**config.mk**
```make
export PLATFORM = sky130hd
export DESIGN_NAME = cond_eval_unit_flat
export DESIGN_NICKNAME = d
export VERILOG_FILES = /design/src/rtl/cond_eval_unit_if.sv /design/src/rtl/cond_eval_unit.sv /design/src/flat_wrapper.sv
export SDC_FILE = /design/constraint.sdc
export NUM_CORES = 1
export LEC_CHECK = 0
export CORE_MARGIN = 5
export CORE_UTILIZATION = 36
export DETAILED_ROUTE_END_ITERATION = 8
export PLACE_DENSITY = 0.82
export SYNTH_ARGS = -nofsm -noshare
export SYNTH_HDL_FRONTEND = slang
export SYNTH_SLANG_ARGS = --single-unit
```
**constraint.sdc**
```tcl
create_clock -name clk -period 1.4 [get_ports clk]
set_clock_uncertainty 0.05 [all_clocks]
set_input_delay 0.42 -clock clk [delete_from_list [all_inputs] [get_ports clk]]
set_output_delay 0.42 -clock clk [all_outputs]
set_load 0.05 [all_outputs]
```
**src/rtl/cond_eval_unit_if.sv**
```systemverilog
// Handshake, flag-write and flush signals between issue logic and cond_eval_unit.
// The master side drives requests and flags; the slave side (the unit) returns decisions.
interface cond_eval_unit_if #(
    parameter int unsigned TAG_W = 5
);
    logic             flags_we;
    logic [3:0]       flags_in;
    logic             flush;
    logic             in_valid;
    logic             in_ready;
    logic [3:0]       in_cond;
    logic [TAG_W-1:0] in_tag;
    logic             out_valid;
    logic             out_ready;
    logic             out_exec;
    logic [TAG_W-1:0] out_tag;
    logic [3:0]       flags_q;

    modport master (
        output flags_we, flags_in, flush, in_valid, in_cond, in_tag, out_ready,
        input  in_ready, out_valid, out_exec, out_tag, flags_q
    );

    modport slave (
        input  flags_we, flags_in, flush, in_valid, in_cond, in_tag, out_ready,
        output in_ready, out_valid, out_exec, out_tag, flags_q
    );
endinterface

```
**src/rtl/cond_eval_unit.sv**
```systemverilog
// NZCV status register plus condition evaluator behind a one-entry valid/ready stage.
// FLAG_BYPASS_EN: same-cycle flag writes are forwarded to the evaluator instead of stalling.
module cond_eval_unit #(
    parameter int unsigned TAG_W = 5
) (
    input logic             clk,
    input logic             rst_n,
    cond_eval_unit_if.slave bus
);
    logic [3:0]       r_flags;
    logic             r_out_valid;
    logic             r_out_exec;
    logic [TAG_W-1:0] r_out_tag;

    logic [3:0] w_flags;
    logic       w_stall;
    logic       w_accept;
    logic       w_exec;
    logic       w_n, w_z, w_c, w_v;

`ifdef FLAG_BYPASS_EN
    assign w_flags = bus.flags_we ? bus.flags_in : r_flags;
    assign w_stall = 1'b0;
`else
    // Hold off a colliding request so it is evaluated against the committed flags.
    assign w_flags = r_flags;
    assign w_stall = bus.flags_we & bus.in_valid;
`endif

    assign {w_n, w_z, w_c, w_v} = w_flags;

    assign bus.in_ready  = (!r_out_valid || bus.out_ready) && !w_stall;
    assign w_accept      = bus.in_valid && bus.in_ready && !bus.flush;
    assign bus.out_valid = r_out_valid;
    assign bus.out_exec  = r_out_exec;
    assign bus.out_tag   = r_out_tag;
    assign bus.flags_q   = r_flags;

    always_comb begin
        w_exec = 1'b0;
        case (bus.in_cond)
            4'h0:    w_exec = w_z;
            4'h1:    w_exec = !w_z;
            4'h2:    w_exec = w_c;
            4'h3:    w_exec = !w_c;
            4'h4:    w_exec = w_n;
            4'h5:    w_exec = !w_n;
            4'h6:    w_exec = w_v;
            4'h7:    w_exec = !w_v;
            4'h8:    w_exec = w_c && !w_z;
            4'h9:    w_exec = !w_c || w_z;
            4'hA:    w_exec = (w_n == w_v);
            4'hB:    w_exec = (w_n != w_v);
            4'hC:    w_exec = !w_z && (w_n == w_v);
            4'hD:    w_exec = w_z || (w_n != w_v);
            4'hE:    w_exec = 1'b1;
            default: w_exec = 1'b0;
        endcase
    end

    always_ff @(posedge clk or negedge rst_n) begin
        if (!rst_n) begin
            r_flags     <= 4'b0000;
            r_out_valid <= 1'b0;
            r_out_exec  <= 1'b0;
            r_out_tag   <= '0;
        end else begin
            if (bus.flags_we) begin
                r_flags <= bus.flags_in;
            end
            if (bus.flush) begin
                r_out_valid <= 1'b0;
            end else if (w_accept) begin
                r_out_valid <= 1'b1;
                r_out_exec  <= w_exec;
                r_out_tag   <= bus.in_tag;
            end else if (bus.out_ready) begin
                r_out_valid <= 1'b0;
            end
        end
    end
endmodule

```
**src/flat_wrapper.sv**
```systemverilog
// flat-port wrapper written by rule: the top's interface ports become plain ports
module cond_eval_unit_flat 
#(
    parameter int unsigned TAG_W = 5
)
  (clk, rst_n, bus_flags_we, bus_flags_in, bus_flush, bus_in_valid, bus_in_cond, bus_in_tag, bus_out_ready, bus_in_ready, bus_out_valid, bus_out_exec, bus_out_tag, bus_flags_q);
  cond_eval_unit_if #(.TAG_W(TAG_W)) bus_i ();
  input logic clk;
  input logic rst_n;
  input wire logic [$bits(bus_i.flags_we)-1:0] bus_flags_we;
  input wire logic [$bits(bus_i.flags_in)-1:0] bus_flags_in;
  input wire logic [$bits(bus_i.flush)-1:0] bus_flush;
  input wire logic [$bits(bus_i.in_valid)-1:0] bus_in_valid;
  input wire logic [$bits(bus_i.in_cond)-1:0] bus_in_cond;
  input wire logic [$bits(bus_i.in_tag)-1:0] bus_in_tag;
  input wire logic [$bits(bus_i.out_ready)-1:0] bus_out_ready;
  output wire logic [$bits(bus_i.in_ready)-1:0] bus_in_ready;
  output wire logic [$bits(bus_i.out_valid)-1:0] bus_out_valid;
  output wire logic [$bits(bus_i.out_exec)-1:0] bus_out_exec;
  output wire logic [$bits(bus_i.out_tag)-1:0] bus_out_tag;
  output wire logic [$bits(bus_i.flags_q)-1:0] bus_flags_q;
  assign bus_i.flags_we = bus_flags_we;
  assign bus_i.flags_in = bus_flags_in;
  assign bus_i.flush = bus_flush;
  assign bus_i.in_valid = bus_in_valid;
  assign bus_i.in_cond = bus_in_cond;
  assign bus_i.in_tag = bus_in_tag;
  assign bus_i.out_ready = bus_out_ready;
  assign bus_in_ready = bus_i.in_ready;
  assign bus_out_valid = bus_i.out_valid;
  assign bus_out_exec = bus_i.out_exec;
  assign bus_out_tag = bus_i.out_tag;
  assign bus_flags_q = bus_i.flags_q;
  cond_eval_unit #(.TAG_W(TAG_W)) u_core (.clk(clk), .rst_n(rst_n), .bus(bus_i));
endmodule
```
==> results of run 1 <==
## state kept, by name (all words and copies together), names as in the netlist
name,cells
u_core.bus.flags_q,4
u_core.bus.out_exec,1
u_core.bus.out_tag,5
u_core.bus.out_valid,1
## through the flow
step / hold WS (ns) / area [µm²] / worst slack [ns]
6_report: 0.3597 / 1209 / -0.2162
4_1_cts: 0.3865 / 1165 / -0.1804
2_1_floorplan: 0.07441 / 586.8 / -0.08931
3_5_place_dp: 0.5001 / 1102 / -0.4215
3_3_place_gp: 0.4839 / 1102 / -0.4239
5_1_grt: 0.3616 / 1209 / -0.2448
## logic make-up (layout without fill, tap and decap cells)
group | count (synthesis) | count (layout)
and+or+nand+nor | 9 | 9
AOI/OAI and AO/OA | 9 | 9
buffers and inverters | 3 | 52
muxes | 10 | 10
xor gates and xnor gates | 5 | 5
DFF | 11 | 11
## metal layers
metal	global-route usage (%)	wire length (µm)	up-vias
met5	0	0	-
met4	5.240	36	0
met3	7.530	182	8
met2	27.90	1034	31
met1	16.51	725	298
li1	-	-	269
## cell type report
| type | instances | area (µm²) | share of cell area (%) |
|---|---|---|---|
| well taps | 16 | 20.02 | 1.656 |
| multi-input cells | 33 | 327.8 | 27.12 |
| repair buffers | 45 | 541.8 | 44.82 |
| inverters | 3 | 11.26 | 0.9317 |
| clock buffers | 4 | 26.28 | 2.174 |
| flip-flops and latches | 11 | 281.5 | 23.29 |
## path summary, 6_finish.rpt
path,to,cells past startpoint
worst max-delay path,bus_in_ready,3
worst min-delay path,u_core.bus.out_valid$_DFFE_PN0P_,2
worst max register to register,u_core.bus.out_tag[1]$_DFFE_PN0P_,6
worst min register to register,u_core.bus.out_exec$_DFFE_PN0P_,2
max in group asynchronous,u_core.bus.flags_q[0]$_DFFE_PN0P_,2
min in group asynchronous,u_core.bus.out_tag[0]$_DFFE_PN0P_,2
## Yosys cell counts (all sizes together)
cell	n	area [µm²]
o21ai	2	10.01
o221ai	1	8.760
nor2	1	3.750
a32oi	1	8.760
a22oi	1	12.51
and3b	1	8.760
mux2i	1	10.01
o211ai	2	15.01
mux2	9	101.4
dfrtp	11	275.3
nand2b	1	6.260
o22a	1	8.760
inv	3	11.26
and2b	1	10.01
nand2	4	15.01
a21boi	1	7.510
nand3	1	5.000
xnor2	5	43.79
## critical path, stage by stage, from the launching register on
cell	delay [ns]
dfrtp_2	0.44
nand2b_4	0.08
a21boi_4	0.19
buf_12	0.15
## timing repair
item | in CTS | in global routing
buffers inserted | 3 | 2
gates resized for setup | 11 | 8
pin swaps | 6 | 8
endpoints found under the setup margin | 8 | 10
hold buffers | 0 | 0
## power by group through the flow
stage / clock network (mW) / logic (mW) / registers, mW
5_1_grt: 0.258 / 0.694 / 0.443
4_1_cts: 0.229 / 0.632 / 0.431
6_report: 0.238 / 0.666 / 0.436
3_5_place_dp: 0 / 0.616 / 0.439
3_3_place_gp: 0 / 0.606 / 0.435
2_1_floorplan: 0 / 0.109 / 0.584
==> results.json, run 1 <==
{
  "antennaDiodeCount": 0,
  "syn_avg_cell_area_um2": 11.95,
  "finalWeightedCongestion": 0.7254,
  "synth_top_family_by_area": "multiplexers",
  "synth-simple-area-share_pct": 8.686,
  "post_synth_inst_count": 47,
  "worst_pin_slew_ns": 0.2193,
  "drtPass1Iterations": 4,
  "ys_ff_latch": 11,
  "syn2layout_area_growth_pct": 115.1,
  "worstSetupStartpoint": "u_core.bus.out_valid$_DFFE_PN0P_",
  "clk_pin_slew_ns": 0.08,
  "viasPerCell": 5.411,
  "finalNonFillerCells": 112,
  "synthXorXnorAreaFrac_pct": 7.795,
  "initial_core_util_pct": 37.73,
  "internal-power_mw": 0.8437,
  "hpwl_mm": 1.328,
  "synth_nets": 66,
  "cp.required_ns": 0.93,
  "maxSlewHeadroom_pct": 85.38,
  "grt_setup_unrepaired": "yes",
  "p_sw_share_pct": 37.04,
  "grt_max_degree": 12,
  "p_seq_share_pct": 32.5,
  "placementRows": 14,
  "drt_iter0_drc": 6,
  "fp.dieArea_um2": 2451,
  "fillers": 86,
  "p_sw_mw": 0.4963,
  "ys_warn_count": 0,
  "total_power_mw": 1.340,
  "vias": 606,
  "mappedNetlistArea_um2": 561.8,
  "synth_compound_area_share_pct": 12.69,
  "violations": "negative setup slack",
  "r2r_slack_ns": -0.11,
  "dieWidth_um": 49.51,
  "cts.sink_count": 11,
  "hold_path_class": "primary input to register",
  "grt_pass1_vias": 643,
  "port_buffers": 30,
  "yosys-mux-area-fraction_pct": 19.82,
  "crit_type": "register to primary output",
  "power_density_nw_per_um2": 1109,
  "path_max_fanout": 2,
  "grt_pass1_wl_mm": 2.939,
  "antenna_left": 0,
  "placed_cells": 103,
  "pin_count": 31,
  "finalHoldViolCount": 0,
  "insertion_delay_ns": 0.28,
  "antenna_found_initial": 0,
  "final_util_pct": 81.18,
  "wl_per_cell_um": 17.66,
  "timing.rr.start": "u_core.bus.out_valid$_DFFE_PN0P_",
  "clockBufferDepth": 2,
  "period_share_pct": 115.4,
  "pwr-share-clk_pct": 17.8,
  "wirelength_mm": 1.978,
  "h-tree-depth": 1,
  "synth_cell_types": 18,
  "drc": 0,
  "groute.usage.overall_pct": 15.91,
  "synth_fa_ha_area_share_pct": 0,
  "layout_min_cycle_time_ns": 1.616,
  "p_comb_share_pct": 49.7,
  "final_common_cell": "buf_12",
  "seq_area_frac_synth_pct": 49.00,
  "cts_buffers": 3,
  "finalSetupTns_ns": -1.110,
  "die_y_um": 49.51,
  "grt_overflow": 0,
  "cellLeakagePower_nw": 0.5793,
  "worst_slack_ns": -0.2162,
  "status": "complete, but fails checks",
  "cp-end-kind": "primary output",
  "ir_drop_uv": 941.6,
  "cts-root-buf": "clkbuf_4",
  "drive_above_1_share_pct": 47.92,
  "fin_nets": 116,
  "layout_common_cells": "buf_12, buf_4, clkdlybuf4s50_1",
  "startpoint_type": "register",
  "maxCapViolCount": 0,
  "cts_tree": "built",
  "critPathArrivalTime_ns": 1.15,
  "setup_viol": 9,
  "holdCritStartpoint": "bus_flush",
  "core_um2": 1489,
  "final_max_slew_viol_count": 0,
  "timing.fmax_ghz": 0.6187
}
(Power assumes the default switching activity.)
==> inputs of run 2 (changes only) <==
CELL_PAD_IN_SITES_DETAIL_PLACEMENT = 0   (was not set)
CELL_PAD_IN_SITES_GLOBAL_PLACEMENT = 1   (was not set)
CORE_UTILIZATION = 27   (was 36)
==> run 2 against run 1 <==
The run still ends with negative setup slack left. Sequential share of layout area increased by 0.12 points. Worst setup slack improved by 0.046 ns. Critical path depth unchanged. Clock power fell by 8%. Hold slack better by 0.024 ns. Critical endpoint unchanged. Utilization fell by 21 points. Global-route usage fell by 5.1 points. Die area up 26%. Largest power group unchanged. Wire length is 20% lower.
==> results.json, run 2 (same netlist as run 1, synthesis figures left out) <==
{
  "cp_top_family": "flip-flops",
  "ir_drop_uv": 776.5,
  "ff2ff_path_depth": 6,
  "clockBufferDepth": 2,
  "crit_chain": "nand2b_4, a21boi_4, buf_12",
  "final_util_pct": 60.67,
  "final_common_cell": "buf_4",
  "placementRows": 16,
  "grt_max_degree": 12,
  "maxCapViolCount": 0,
  "gr-usage-met1_pct": 11.03,
  "drtPass1Iterations": 2,
  "antenna_left": 0,
  "grt_pass1_vias": 631,
  "p_comb_share_pct": 49.6,
  "fin_area_um2": 1202,
  "slowest_delay_ns": 0.43,
  "h-tree-depth": 1,
  "crit_type": "register to primary output",
  "vias": 550,
  "cp.depth": 3,
  "clk_pin_slew_ns": 0.07,
  "total_power_mw": 1.292,
  "path_max_fanout": 2,
  "final_max_slew_viol_count": 0,
  "layout_min_cycle_time_ns": 1.570,
  "antennaDiodeCount": 0,
  "crit_buf_inv": 1,
  "startpoint_type": "register",
  "pwr-share-clk_pct": 16.9,
  "p_seq_share_pct": 33.5,
  "drt_iter0_drc": 2,
  "finalWeightedCongestion": 0.6485,
  "syn2layout_area_growth_pct": 114.0,
  "cp-end-kind": "primary output",
  "antenna_found_initial": 0,
  "violations": "negative setup slack",
  "grt_overflow": 0,
  "p_sw_share_pct": 35.74,
  "cellLeakagePower_nw": 0.5557,
  "grt_setup_unrepaired": "yes",
  "timing.fmax_ghz": 0.6369,
  "cts-root-buf": "clkbuf_4",
  "fp.dieArea_um2": 3093,
  "dieWidth_um": 55.62,
  "viasPerCell": 4.472,
  "grt_pass1_wl_mm": 2.670,
  "top_usage_layer": "met2",
  "setup_viol": 7,
  "groute.usage.overall_pct": 10.80,
  "die_y_um": 55.62,
  "r2r_slack_ns": -0.02,
  "port_buffers": 30,
  "grtUsageMet3_pct": 6.265,
  "cp.required_ns": 0.93,
  "pin_count": 31,
  "cts_tree": "built",
  "wl_per_cell_um": 12.88,
  "layout_common_cells": "buf_4, buf_12, clkdlybuf4s50_1",
  "wirelength_mm": 1.584,
  "insertion_delay_ns": 0.27,
  "worst_pin_slew_ns": 0.2014,
  "critPathArrivalTime_ns": 1.10,
  "core_um2": 1982,
  "drive_above_1_share_pct": 45.83,
  "power_density_nw_per_um2": 1075,
  "period_share_pct": 112.1,
  "drc": 0,
  "initial_core_util_pct": 28.35,
  "cts.sink_count": 11,
  "hold_path_class": "primary input to asynchronous set/reset pin",
  "fin_nets": 116,
  "cts_buffers": 3,
  "worst_slack_ns": -0.1701,
  "internal-power_mw": 0.8304,
  "grtUsageMet2_pct": 17.57,
  "maxSlewHeadroom_pct": 86.58,
  "largest_reg_flops": 5,
  "finalHoldViolCount": 0,
  "slowest_stage": "dfrtp_2",
  "place_area_um2": 1131,
  "hpwl_mm": 1.267,
  "p_sw_mw": 0.4618,
  "status": "complete, but fails checks"
}
==> run 2: per-layer routing <==
metal,vias to the layer above,routed length [µm]
met1,254,615
li1,269,-
met3,2,198
met4,0,19
met2,25,751
met5,-,0
==> run 2: what timing repair did <==
| item | 4_1_cts | 5_1_grt |
|---|---|---|
| gates resized for setup | 11 | 5 |
| endpoints found under the setup margin | 9 | 8 |
| buffers inserted | 3 | 2 |
| pin swaps | 7 | 3 |
| hold buffers | 0 | 0 |
==> run 2: layout make-up <==
class / count / area (µm²)
fillers: 152 / 779.5
flip-flops and latches: 11 / 281.5
inverters: 3 / 11.26
multi-input cells: 33 / 316.6
well taps: 27 / 33.78
repair buffers: 45 / 533.0
clock buffers: 4 / 26.28
==> run 2: metrics by stage <==
step	instances	hold WS (ns)	setup slack, ns	TNS, ns
5_1_grt	123	0.3909	-0.2105	-0.9502
2_1_floorplan	47	0.07441	-0.08931	-0.09831
3_3_place_gp	116	0.4838	-0.4690	-3.394
4_1_cts	122	0.3857	-0.1806	-0.3364
3_5_place_dp	116	0.4947	-0.5048	-3.619
6_report	123	0.3840	-0.1701	-0.6610
==> run 2: path summary, 6_finish.rpt <==
check / start / end
worst min register to register: u_core.bus.out_exec$_DFFE_PN0P_ / u_core.bus.out_exec$_DFFE_PN0P_
worst min-delay path: rst_n / u_core.bus.out_tag[3]$_DFFE_PN0P_
min in group clk: u_core.bus.out_exec$_DFFE_PN0P_ / u_core.bus.out_exec$_DFFE_PN0P_
worst max-delay path: u_core.bus.out_valid$_DFFE_PN0P_ / bus_in_ready
worst max register to register: u_core.bus.out_valid$_DFFE_PN0P_ / u_core.bus.out_tag[0]$_DFFE_PN0P_
max in group asynchronous: rst_n / u_core.bus.flags_q[1]$_DFFE_PN0P_
==> run 2: power groups by stage <==
stage,sequential [mW],combinational (mW),clock (mW)
2_1_floorplan,0.584,0.109,0
3_3_place_gp,0.434,0.614,0
3_5_place_dp,0.438,0.622,0
4_1_cts,0.433,0.625,0.230
5_1_grt,0.443,0.669,0.244
6_report,0.433,0.640,0.219
